### src/rtl/jt12_kon_pkg.sv
// Shared definitions for the key-on state engine.
//  - OP_ORDER : maps the sequencer operator index (0..3) to the key-on mask
//               bit for 4-operator OPN ordering (S1, S3, S2, S4).
//  - NCH_MAX / NOP_MAX : supported channel and operator counts.
//  - ring_len : number of slots in one full sequencer pass.
//  - op_bit   : mask bit selected by a sequencer operator index.
package jt12_kon_pkg;

  localparam int NCH_MAX = 8;
  localparam int NOP_MAX = 4;

  localparam logic [1:0] OP_ORDER [NOP_MAX] = '{2'd0, 2'd2, 2'd1, 2'd3};

  function automatic int ring_len(input int nch, input int nop);
    return nch * nop;
  endfunction

  // 2-operator mode keeps the natural order: op0 -> S1, op1 -> S2.
  function automatic logic [1:0] op_bit(input logic [1:0] op, input int nop);
    return (nop == NOP_MAX) ? OP_ORDER[op] : op;
  endfunction

endpackage

### src/rtl/jt12_sh_rst.sv
// Clock-enabled shift register with asynchronous reset value.
// Ports:
//  clk    : system clock
//  rst    : asynchronous reset, active-high, loads RSTVAL in every stage
//  clk_en : shift enable
//  din    : value entering stage 0
//  drop   : value leaving the last stage (din delayed by STAGES enables)
module jt12_sh_rst #(
  parameter int               WIDTH  = 1,
  parameter int               STAGES = 24,
  parameter logic [WIDTH-1:0] RSTVAL = '0
) (
  input  logic             clk,
  input  logic             rst,
  input  logic             clk_en,
  input  logic [WIDTH-1:0] din,
  output logic [WIDTH-1:0] drop
);

  logic [WIDTH-1:0] bits [STAGES];

  always_ff @(posedge clk or posedge rst) begin
    if (rst) begin
      for (int i = 0; i < STAGES; i++) bits[i] <= RSTVAL;
    end else if (clk_en) begin
      bits[0] <= din;
      for (int i = 1; i < STAGES; i++) bits[i] <= bits[i-1];
    end
  end

  assign drop = bits[STAGES-1];

endmodule

### src/rtl/jt12_kon_multi.sv
// Key-on state engine for the FM operator pipeline.
// One key bit per operator slot circulates in a ring that advances with the
// slot sequencer, so the ring output always holds the stored key of the slot
// now in the pipeline. Register writes are applied slot by slot while a
// request is pending; CSM timer-A overflows force one key-on pass over the
// CSM channel; a second ring remembers the last output level per slot to
// produce key-on / key-off edge pulses.
// Ports:
//  clk, rst            : clock, asynchronous active-high reset
//  clk_en              : slot advance enable
//  cur_ch, cur_op      : slot currently in the pipeline
//  up_keyon            : key-on register write strobe
//  keyon_ch, keyon_op  : write target channel and operator mask (bit0=S1)
//  csm, overflow_A     : CSM mode enable and timer A overflow strobe
//  keyon_II            : registered key level of the current slot
//  kon_pls, koff_pls   : registered rising / falling edge of that level
//  busy                : a write request is pending
module jt12_kon_multi
  import jt12_kon_pkg::*;
#(
  parameter int NCH    = 6,
  parameter int NOP    = 4,
  parameter int CSM_CH = 2,
  parameter int CHW    = 3
) (
  input  logic           clk,
  input  logic           rst,
  input  logic           clk_en,
  input  logic [CHW-1:0] cur_ch,
  input  logic [1:0]     cur_op,
  input  logic           up_keyon,
  input  logic [CHW-1:0] keyon_ch,
  input  logic [NOP-1:0] keyon_op,
  input  logic           csm,
  input  logic           overflow_A,
  output logic           keyon_II,
  output logic           kon_pls,
  output logic           koff_pls,
  output logic           busy
);

  localparam int RING = ring_len(NCH, NOP);
  localparam int CNTW = $clog2(RING + 1);

  // request / CSM control state
  logic                 busy_r;
  logic [CHW-1:0]       pend_ch;
  logic [NOP_MAX-1:0]   pend_mask;
  logic [CNTW-1:0]      pass_cnt;
  logic                 csm_pend;
  logic                 csm_act;

  // slot datapath
  logic       key_out;
  logic       last_out;
  logic       key_p0;
  logic       level_p0;
  logic       kon_p0;
  logic       koff_p0;
  logic [1:0] bit_idx;
  logic       last_op;
  logic       pend_valid;
  logic       ch_hit;
  logic       csm_slot;
  logic       arm;
  logic       force_on;

  // ---- stage p0: current slot evaluation
  always_comb begin
    bit_idx    = op_bit(cur_op, NOP);
    last_op    = (cur_op == 2'(NOP - 1));
    pend_valid = (int'(pend_ch) < NCH);
    ch_hit     = busy_r && (cur_ch == pend_ch);
    key_p0     = ch_hit ? pend_mask[bit_idx] : key_out;
    csm_slot   = (int'(cur_ch) == CSM_CH);
    arm        = csm && csm_pend && csm_slot && (cur_op == 2'd0);
    // CSM forces the output level only; the stored key is left untouched.
    force_on   = csm_slot && (csm_act || arm);
    level_p0   = key_p0 | force_on;
    kon_p0     = level_p0 & ~last_out;
    koff_p0    = ~level_p0 & last_out;
  end

  jt12_sh_rst #(.WIDTH(1), .STAGES(RING), .RSTVAL(1'b0)) u_key_ring (
    .clk    (clk),
    .rst    (rst),
    .clk_en (clk_en),
    .din    (key_p0),
    .drop   (key_out)
  );

  jt12_sh_rst #(.WIDTH(1), .STAGES(RING), .RSTVAL(1'b0)) u_last_ring (
    .clk    (clk),
    .rst    (rst),
    .clk_en (clk_en),
    .din    (level_p0),
    .drop   (last_out)
  );

  // ---- stage p1: registered outputs and control update
  always_ff @(posedge clk or posedge rst) begin
    if (rst) begin
      keyon_II  <= 1'b0;
      kon_pls   <= 1'b0;
      koff_pls  <= 1'b0;
      busy_r    <= 1'b0;
      pend_ch   <= '0;
      pend_mask <= '0;
      pass_cnt  <= '0;
      csm_pend  <= 1'b0;
      csm_act   <= 1'b0;
    end else if (clk_en) begin
      keyon_II <= level_p0;
      kon_pls  <= kon_p0;
      koff_pls <= koff_p0;

      // A new write always wins, even on the slot that would end the old one.
      if (up_keyon) begin
        busy_r    <= 1'b1;
        pend_ch   <= keyon_ch;
        pend_mask <= NOP_MAX'(keyon_op);
        pass_cnt  <= '0;
      end else if (busy_r) begin
        if (pend_valid) begin
          if (ch_hit && last_op) busy_r <= 1'b0;
        end else if (pass_cnt == CNTW'(RING - 1)) begin
          // out-of-range channel never matches: release after a full pass
          busy_r <= 1'b0;
        end else begin
          pass_cnt <= pass_cnt + 1'b1;
        end
      end

      csm_pend <= csm && ((csm_pend && !arm) || overflow_A);
      if (arm)                 csm_act <= 1'b1;
      if (csm_slot && last_op) csm_act <= 1'b0;
    end
  end

  assign busy = busy_r;

endmodule

### config.mk
export PLATFORM = sky130hd
export DESIGN_NAME = jt12_kon_multi
export DESIGN_NICKNAME = d
export VERILOG_FILES = /design/src/rtl/jt12_kon_pkg.sv /design/src/rtl/jt12_sh_rst.sv /design/src/rtl/jt12_kon_multi.sv
export SDC_FILE = /design/constraint.sdc
export NUM_CORES = 1
export LEC_CHECK = 0
export CAP_MARGIN = 0
export CORE_UTILIZATION = 40
export CTS_BUF_LIST = sky130_fd_sc_hd__clkbuf_8
export DETAILED_ROUTE_END_ITERATION = 12
export DONT_BUFFER_PORTS = 1
export GPL_ROUTABILITY_DRIVEN = 0
export SYNTH_ARGS = -nofsm -noshare
export SYNTH_HDL_FRONTEND = slang
export SYNTH_SLANG_ARGS = --single-unit
### constraint.sdc
create_clock -name clk -period 2.6 [get_ports clk]
set_clock_uncertainty 0.15 [all_clocks]
set_input_delay 0.39 -clock clk [delete_from_list [all_inputs] [get_ports clk]]
set_output_delay 0.39 -clock clk [all_outputs]
set_load 0.02 [all_outputs]
[Word-level counts from Yosys, hierarchy flattened]
Index checks and enable logic that the tools add are counted.
Storage, ports and cells
  register bits: 65
  input bits: 18
  output and inout bits: 4
  word-level logic and storage cells: 107
Cells by class
  $add $sub $neg: 1
  $lt $le $gt $ge: 3
  equality and inequality tests: 6
  multiplexer cells: 17
  bitwise logic cells: 6
  reductions and logical operators: 18
Operator list (count)
  $mux W5: 4
  $logic_and A1 B1 Y1: 9
  $mux W1: 9
  $add A5 B1 Y5 const B: 1
  $eq A5 B5 Y1 const B: 1
  $bmux W2 S2: 1
  $mux W2: 2
  $ne A2 B2 Y1 const B: 2
  $reduce_and A2 Y1: 2
  $reduce_and A4 Y1: 1
  $reduce_bool A2 Y1: 2
  $eq A3 B3 Y1: 1
  $eq A3 B3 Y1 const B: 1
  $ge A3 B3 Y1 const B: 1
  $lt A2 B3 Y1 const B: 1
  $lt A3 B3 Y1 const B: 1
  $not A2 Y3: 1
  $and A1 B1 Y1: 2
  $bmux W1 S2: 1
  $eq A2 B2 Y1 const B: 1
  $logic_not A2 Y1: 1
  $logic_or A1 B1 Y1: 2
  $not A1 Y1: 2
  $logic_not A1 Y1: 1
  $or A1 B1 Y1: 1

[Longest topological paths before layout]
Gate-level depths: netlist of run 1.
  depth after elaboration: 10
  gate-level depth with buffers: 5
  depth with buffers taken out: 5

[Modules after synthesis]
From an unflattened synthesis of run 1, not the netlist that was laid out.
Second synthesis, totals
  cell total of the unflattened synthesis: 190
  area, all modules: 2946.6 um^2
By module, submodules not included
  jt12_sh_rst: instances 2, cells each 52, area an instance 1001.0 um^2, sequential area each 600.6 um^2
  jt12_kon_multi: instances 1, cells each 86, area an instance 944.7 um^2, sequential area each 450.4 um^2

[Least setup slack after synthesis of run 1]
Ideal clock, no wire load.
  path type: register -> register
  start: register pass_cnt[0]
  end: register pass_cnt[4]
  arrival: 1360 ps
  data required time: 2327 ps
  path slack: 967 ps
  cell stages (with the launch flop): 6
  buffers on the path: 0
  clock period less this slack: 1633 ps
  path through: dfrtp_1 > ha_1 > and4b_1 > nor3_4 > nand4_1 > mux2i_1
On the way
  cells in the longest elaborated chain, start to end: 5
  elaborated cells between the ends (all ways): 8
  classes of those cells: add/sub (1); eq/ne (2); mux (4); reduce/logical (1)
RTL lines
  start: declaration: line jt12_kon_multi.sv:49  | logic [CNTW-1:0] pass_cnt;
  start signal: assignment: line jt12_kon_multi.sv:130  | pass_cnt <= pass_cnt + 1'b1;
  $add A5 B1 Y5: line jt12_kon_multi.sv:130
  $mux W5: line jt12_kon_multi.sv:126  | end else if (pass_cnt == CNTW'(RING - 1)) begin
  $mux W5: line jt12_kon_multi.sv:124  | if (pend_valid) begin
  $mux W5: line jt12_kon_multi.sv:123  | end else if (busy_r) begin
  $mux W5: line jt12_kon_multi.sv:118  | if (up_keyon) begin
Several ways; a longest one is shown, not always the timed one. The select of a mux whose other input is x is not followed.
A chain may end at the register's enable or synchronous reset.

[Worst setup path in the final report of run 1]
Same ends and word-level chain as after synthesis.

==> results.json, run 1 <==
{
  "status": "completed",
  "clk_latency_ns": 0.33,
  "pwr-share-seq_pct": 55.3,
  "p_switching_uw": 758,
  "vias": 1499,
  "grt_max_degree": 62,
  "combPwrFrac_pct": 16.8,
  "yosysMostFrequentCell": "dfrtp_1",
  "drt_wl_total_um": 4520,
  "ys_seq_elements": 65,
  "hold_class": "in -> reg",
  "setup_violations": 0,
  "synth_cells": 189,
  "tightest_slew_ns": 0.618,
  "die_area_um2": 7060,
  "synthArstFlopShare_pct": 100,
  "synth_edf_count": 0,
  "grt_util_all_layers_pct": 14.7,
  "drt-initial-drc-count": 60,
  "leakage_uw": 0.00131,
  "grt_pass1_wl_um": 7970,
  "vias_per_cell": 5.37,
  "crit_path_end_kind": "register",
  "pre_cts_ws_ns": 0.799,
  "core_um2": 6420,
  "grt_pass1_vias": 1701,
  "ant_nets": 0,
  "drc": 0,
  "final.period_utilization_pct": 69.6,
  "power_frac_clock_pct": 27.9,
  "cts_tree": "built",
  "ios": 22,
  "crit_type": "reg -> reg",
  "ys_warn_count": 0,
  "cts_setup_buffers": 0,
  "p_per_area_nw_per_um2": 985,
  "placementRows": 29,
  "fin_util_pct": 46.4,
  "startpoint_type": "register",
  "rsz0062_at_grt": "false",
  "synthTopCellsByCount": "dfrtp_1 (65), mux2_2 (48), nand2_1 (12)",
  "synthFlopType": "dfrtp_1",
  "clock_path_buffers": 2,
  "max-vdd-ir-drop_mv": 0.534,
  "yosysTopAreaCell": "dfrtp_1",
  "syn_nets": 208,
  "die_h_um": 84.0,
  "antenna_found_initial": 0,
  "clock-root-buffer": "clkbuf_8",
  "crit_required_ns": 2.66,
  "cts_sinks": 65,
  "drv_cap": 0,
  "ys_seq_area_share_pct": 60.4,
  "cp_max_fo": 7,
  "setup_tns_ns": 0,
  "ys_types": 39,
  "drv_slew": 0,
  "final_hold_viol_count": 0,
  "wire_per_inst_um": 16.2,
  "gr-total-overflow": 0,
  "synth_top_area_share_pct": 60.4,
  "relSlewSlack_pct": 58.7,
  "intPower_uw": 2180,
  "synth_area_um2": 2690,
  "initial_core_util_pct": 41.9,
  "period_minus_slack_ns": 1.81,
  "finalWorstSetupSlack_ns": 0.791,
  "htree_levels": 3,
  "dieWidth_um": 84.0,
  "fill_cells": 573,
  "diodes": 0,
  "switching_share_pct": 25.8,
  "synthTopCellsByArea": "dfrtp_1 (60%), mux2_2 (20%), mux2_1 (1.7%)",
  "cts-buffers-inserted": 9,
  "syn2layout_area_growth_pct": 10.7,
  "port_buffers": 0,
  "syn_avg_cell_area_um2": 14.2,
  "arrival_ns": 1.87,
  "nets": 216,
  "dpl.hpwl_um": 3090,
  "firstDrtPassIters": 4,
  "path_clk_slew_ns": 0.07,
  "max_freq_mhz": 553,
  "drive_above_1_share_pct": 36.6
}
-- power groups by stage --
| stage | sequential [µW] | clock [µW] | combinational (µW) |
|---|---|---|---|
| CTS | 1630 | 848 | 507 |
| floorplan | 1560 | 0 | 448 |
| global placement | 1610 | 0 | 464 |
| global route | 1680 | 892 | 552 |
| detailed placement | 1650 | 0 | 499 |
| finish | 1630 | 819 | 493 |
-- cells in the final DEF, fill, tap and decap left out, drive strengths merged, types with 3 or more instances in the layout --
master / instances
clkinv: 5
dfrtp: 65
a22o: 3
o21ai: 4
clkbuf: 10
mux2: 52
nor2: 6
a21oi: 6
nand2: 12
dlygate4sd3: 3
xnor2: 4
-- registers in the layout (all words and copies together), names as in the netlist --
name	cells
u_key_ring.bits	23
u_last_ring.bits	23
pass_cnt	5
pend_mask	4
pend_ch	3
busy	1
csm_act	1
csm_pend	1
koff_pls	1
kon_pls	1
u_key_ring.drop	1
u_last_ring.drop	1
-- kinds of logic after synthesis --
family | after synthesis | share of synthesized area (%)
flops | 65 | 60.4
simple gates | 33 | 7.11
buf+inv | 11 | 2.37
fa+ha+maj | 1 | 0.465
xor+xnor | 4 | 1.30
mux | 54 | 23.0
compound gates | 21 | 5.39
-- routing by layer --
layer	routed length, µm	global-route usage (%)	up-vias
li1	-	-	692
met1	2010	16.9	772
met2	2250	24.4	30
met3	217	6.33	5
met4	57	5.17	0
met5	0	0	-
-- critical path, stage by stage (launching register included) --
cell and delay [ns]:
dfrtp_1 0.42, ha_1 0.26, and4b_1 0.27, nor3_4 0.29
nand4_1 0.16, mux2i_1 0.14
-- worst paths after layout --
kind	startpoint	endpoint	slack, ns	cells after the start
min reg2reg	pend_mask[0]$_DFFE_PP0P_	pend_mask[0]$_DFFE_PP0P_	0.35	1
max reg2reg	pass_cnt[0]$_DFFE_PP0P_	pass_cnt[4]$_DFFE_PP0P_	0.79	5
max in group asynchronous	rst	pass_cnt[2]$_DFFE_PP0P_	1.17	3
min	cur_op[1]	csm_act$_DFFE_PP0P_	0.02	1
min in group asynchronous	rst	u_key_ring.bits[1]$_DFFE_PP0P_	0.45	2
max	pass_cnt[0]$_DFFE_PP0P_	pass_cnt[4]$_DFFE_PP0P_	0.79	5
-- area by class of cell --
type | instances | area (µm²) | share of cell area [%]
clock inverters | 6 | 57.6 | 1.93
repair buffers | 5 | 45.0 | 1.51
clock buffers | 10 | 138 | 4.62
flip-flops and latches | 65 | 1630 | 54.6
multi-input cells | 113 | 1000 | 33.6
well taps | 77 | 96.3 | 3.23
inverters | 3 | 16.3 | 0.546
-- stage by stage --
stage | instances | cell area, µm² | power, µW | hold WS, ns
after floorplan | 189 | 2690 | 2010 | 0.299
after global placement | 260 | 2760 | 2070 | 0.220
after global routing | 279 | 2980 | 3130 | 0.00978
after CTS | 279 | 2980 | 2980 | 0.00587
after detailed placement | 260 | 2760 | 2150 | 0.244
final | 279 | 2980 | 2940 | 0.0234
-- timing repair --
| item | in CTS | in global routing |
|---|---|---|
| hold endpoints to repair | 31 | 0 |
| resized for setup | 0 | 0 |
| hold buffers | 3 | 0 |
Power figures use the tool's default switching activity.
==> run 2: changes to the inputs <==
- clock period: 2.6 -> 1.5 ns (I/O delays scaled with it)
==> run 2 against run 1 <==
Net effect:
- the flow now finishes with violations (negative setup slack)
- hold slack worse by 0.0013 ns
- die area stayed put
- first-iteration DRC count is 60% higher
- non-clock buffer count is 43 higher
- sequential power is 72% higher
- largest cell class unchanged
==> results.json, run 2 (same netlist as run 1, synthesis figures left out) <==
{
  "dpl.cell_count": 265,
  "critical-path-top-delay-family": "simple AND/OR/NAND/NOR gates",
  "max-vdd-ir-drop_mv": 0.854,
  "leakage_uw": 0.00152,
  "dpl.hpwl_um": 3030,
  "cts_sinks": 65,
  "pwr-share-seq_pct": 50.7,
  "period_minus_slack_ns": 1.59,
  "final.period_utilization_pct": 106,
  "crit_required_ns": 1.59,
  "grt_pass1_wl_um": 8890,
  "final_common_cell": "dfrtp_1",
  "fin_util_pct": 53.4,
  "p_total_uw": 5520,
  "grt_max_degree": 66,
  "port_buffers": 0,
  "arrival_ns": 1.67,
  "vias_per_cell": 5.35,
  "setup_violations": 9,
  "nets": 259,
  "firstDrtPassIters": 4,
  "switching_share_pct": 25.7,
  "p_per_area_nw_per_um2": 1610,
  "rsz0062_at_grt": "true",
  "drc": 0,
  "crit_path_end_kind": "register",
  "diodes": 0,
  "placementRows": 29,
  "htree_levels": 3,
  "placed_cell_area_um2": 2810,
  "relSlewSlack_pct": 70.4,
  "fill_cells": 534,
  "cts-buffers-inserted": 9,
  "drt-initial-drc-count": 96,
  "intPower_uw": 4100,
  "drt_wl_total_um": 5160,
  "clock-root-buffer": "clkbuf_8",
  "top_regs": "u_key_ring.bits: 23 flops, u_last_ring.bits: 23 flops, pass_cnt: 5 flops",
  "max_stage_delay_ns": 0.42,
  "final-seq-area_um2": 1630,
  "ant_nets": 0,
  "power_frac_clock_pct": 22.9,
  "max_freq_mhz": 630,
  "grt_pass1_vias": 1925,
  "ios": 22,
  "crit_type": "reg -> reg",
  "clock_path_buffers": 2,
  "initial_core_util_pct": 41.9,
  "cpMaxStageDelayCell": "dfrtp_1",
  "path_clk_slew_ns": 0.07,
  "wire_per_inst_um": 16.0,
  "drv_slew": 0,
  "combPwrFrac_pct": 26.5,
  "cts_tree": "built",
  "finalWorstSetupSlack_ns": -0.0881,
  "status": "finished with violations",
  "crit_path_cell_trace": "ha_4 > and4b_2 > nor3_4 > nand4_1 > mux2i_1",
  "worst-path-buf-inv": 0,
  "core_um2": 6420,
  "drv_cap": 0,
  "die_h_um": 84.0,
  "startpoint_type": "register",
  "finish.instance_area_um2": 3430,
  "gr-total-overflow": 0,
  "violations": "negative setup slack",
  "multiInputGateArea_um2": 1050,
  "antenna_found_initial": 0,
  "p_switching_uw": 1420,
  "die_area_um2": 7060,
  "hold_class": "in -> reg",
  "drive_above_1_share_pct": 37.6,
  "final_cell_mix": "dfrtp_1 (65), mux2_2 (48), dlygate4sd3_1 (33)",
  "clk_latency_ns": 0.32,
  "setup_tns_ns": -0.383,
  "syn2layout_area_growth_pct": 27.4,
  "grt_util_all_layers_pct": 16.9,
  "tightest_slew_ns": 0.442,
  "final_hold_viol_count": 0,
  "dieWidth_um": 84.0,
  "vias": 1723,
  "final_cell_count_no_fill": 322,
  "cp_max_fo": 5
}
[run 2: cell count changes in the layout (fill, tap and decap cells not counted), moves of 2 or more]
cell,previous run,this run
inv_1,1,3
dlygate4sd3_1,3,33
buf_12,0,2
buf_4,2,13
[run 2: final timing paths]
path | slack [ns] | end | start | cells after the start
worst max register to register | -0.09 | pass_cnt[4]$_DFFE_PP0P_ | pass_cnt[1]$_DFFE_PP0P_ | 5
min in group asynchronous | 0.32 | u_last_ring.bits[12]$_DFFE_PP0P_ | rst | 3
worst max-delay path | -0.09 | pass_cnt[4]$_DFFE_PP0P_ | pass_cnt[1]$_DFFE_PP0P_ | 5
max in group asynchronous | 0.61 | pend_mask[0]$_DFFE_PP0P_ | rst | 3
worst min-delay path | 0.02 | csm_act$_DFFE_PP0P_ | clk_en | 2
worst min register to register | 0.35 | u_key_ring.bits[3]$_DFFE_PP0P_ | u_key_ring.bits[4]$_DFFE_PP0P_ | 1
[run 2: layer usage]
| layer | wire [µm] | global-route usage (%) | up-vias |
|---|---|---|---|
| met4 | 116 | 10.8 | 0 |
| met2 | 2740 | 28.6 | 56 |
| met1 | 2030 | 18.3 | 873 |
| met5 | 0 | 0 | - |
| li1 | - | - | 780 |
| met3 | 272 | 5.14 | 14 |
[run 2: area by class of cell]
type                    count  area share, %
flip-flops and latches     65           47.4
multi-input cells         113           30.5
repair buffers             48           13.6
clock buffers              11           4.41
well taps                  77           2.81
clock inverters             5          0.656
inverters                   3          0.584
[run 2: power by group through the flow]
stage / sequential, µW / combinational [µW] / clock, µW
3_5_place_dp: 2830 / 914 / 0
4_1_cts: 2800 / 1410 / 1310
5_1_grt: 2890 / 1620 / 1400
6_report: 2800 / 1460 / 1260
3_3_place_gp: 2780 / 849 / 0
2_1_floorplan: 2700 / 777 / 0
[run 2: what timing repair did]
action | 4_1_cts | 5_1_grt
hold buffers | 36 | 1
hold endpoints to repair | 129 | 3
setup endpoints to repair | 8 | 16
resized for setup | 2 | 5
pin swaps | 6 | 4
setup buffers | 3 | 4
[run 2: metrics by stage]
step	hold slack [ns]	setup WS (ns)
2_1_floorplan	0.162	-0.0344
3_3_place_gp	0.0522	-0.0378
3_5_place_dp	0.0645	-0.200
4_1_cts	0.00724	-0.145
5_1_grt	0.0126	-0.151
6_report	0.0220	-0.0881
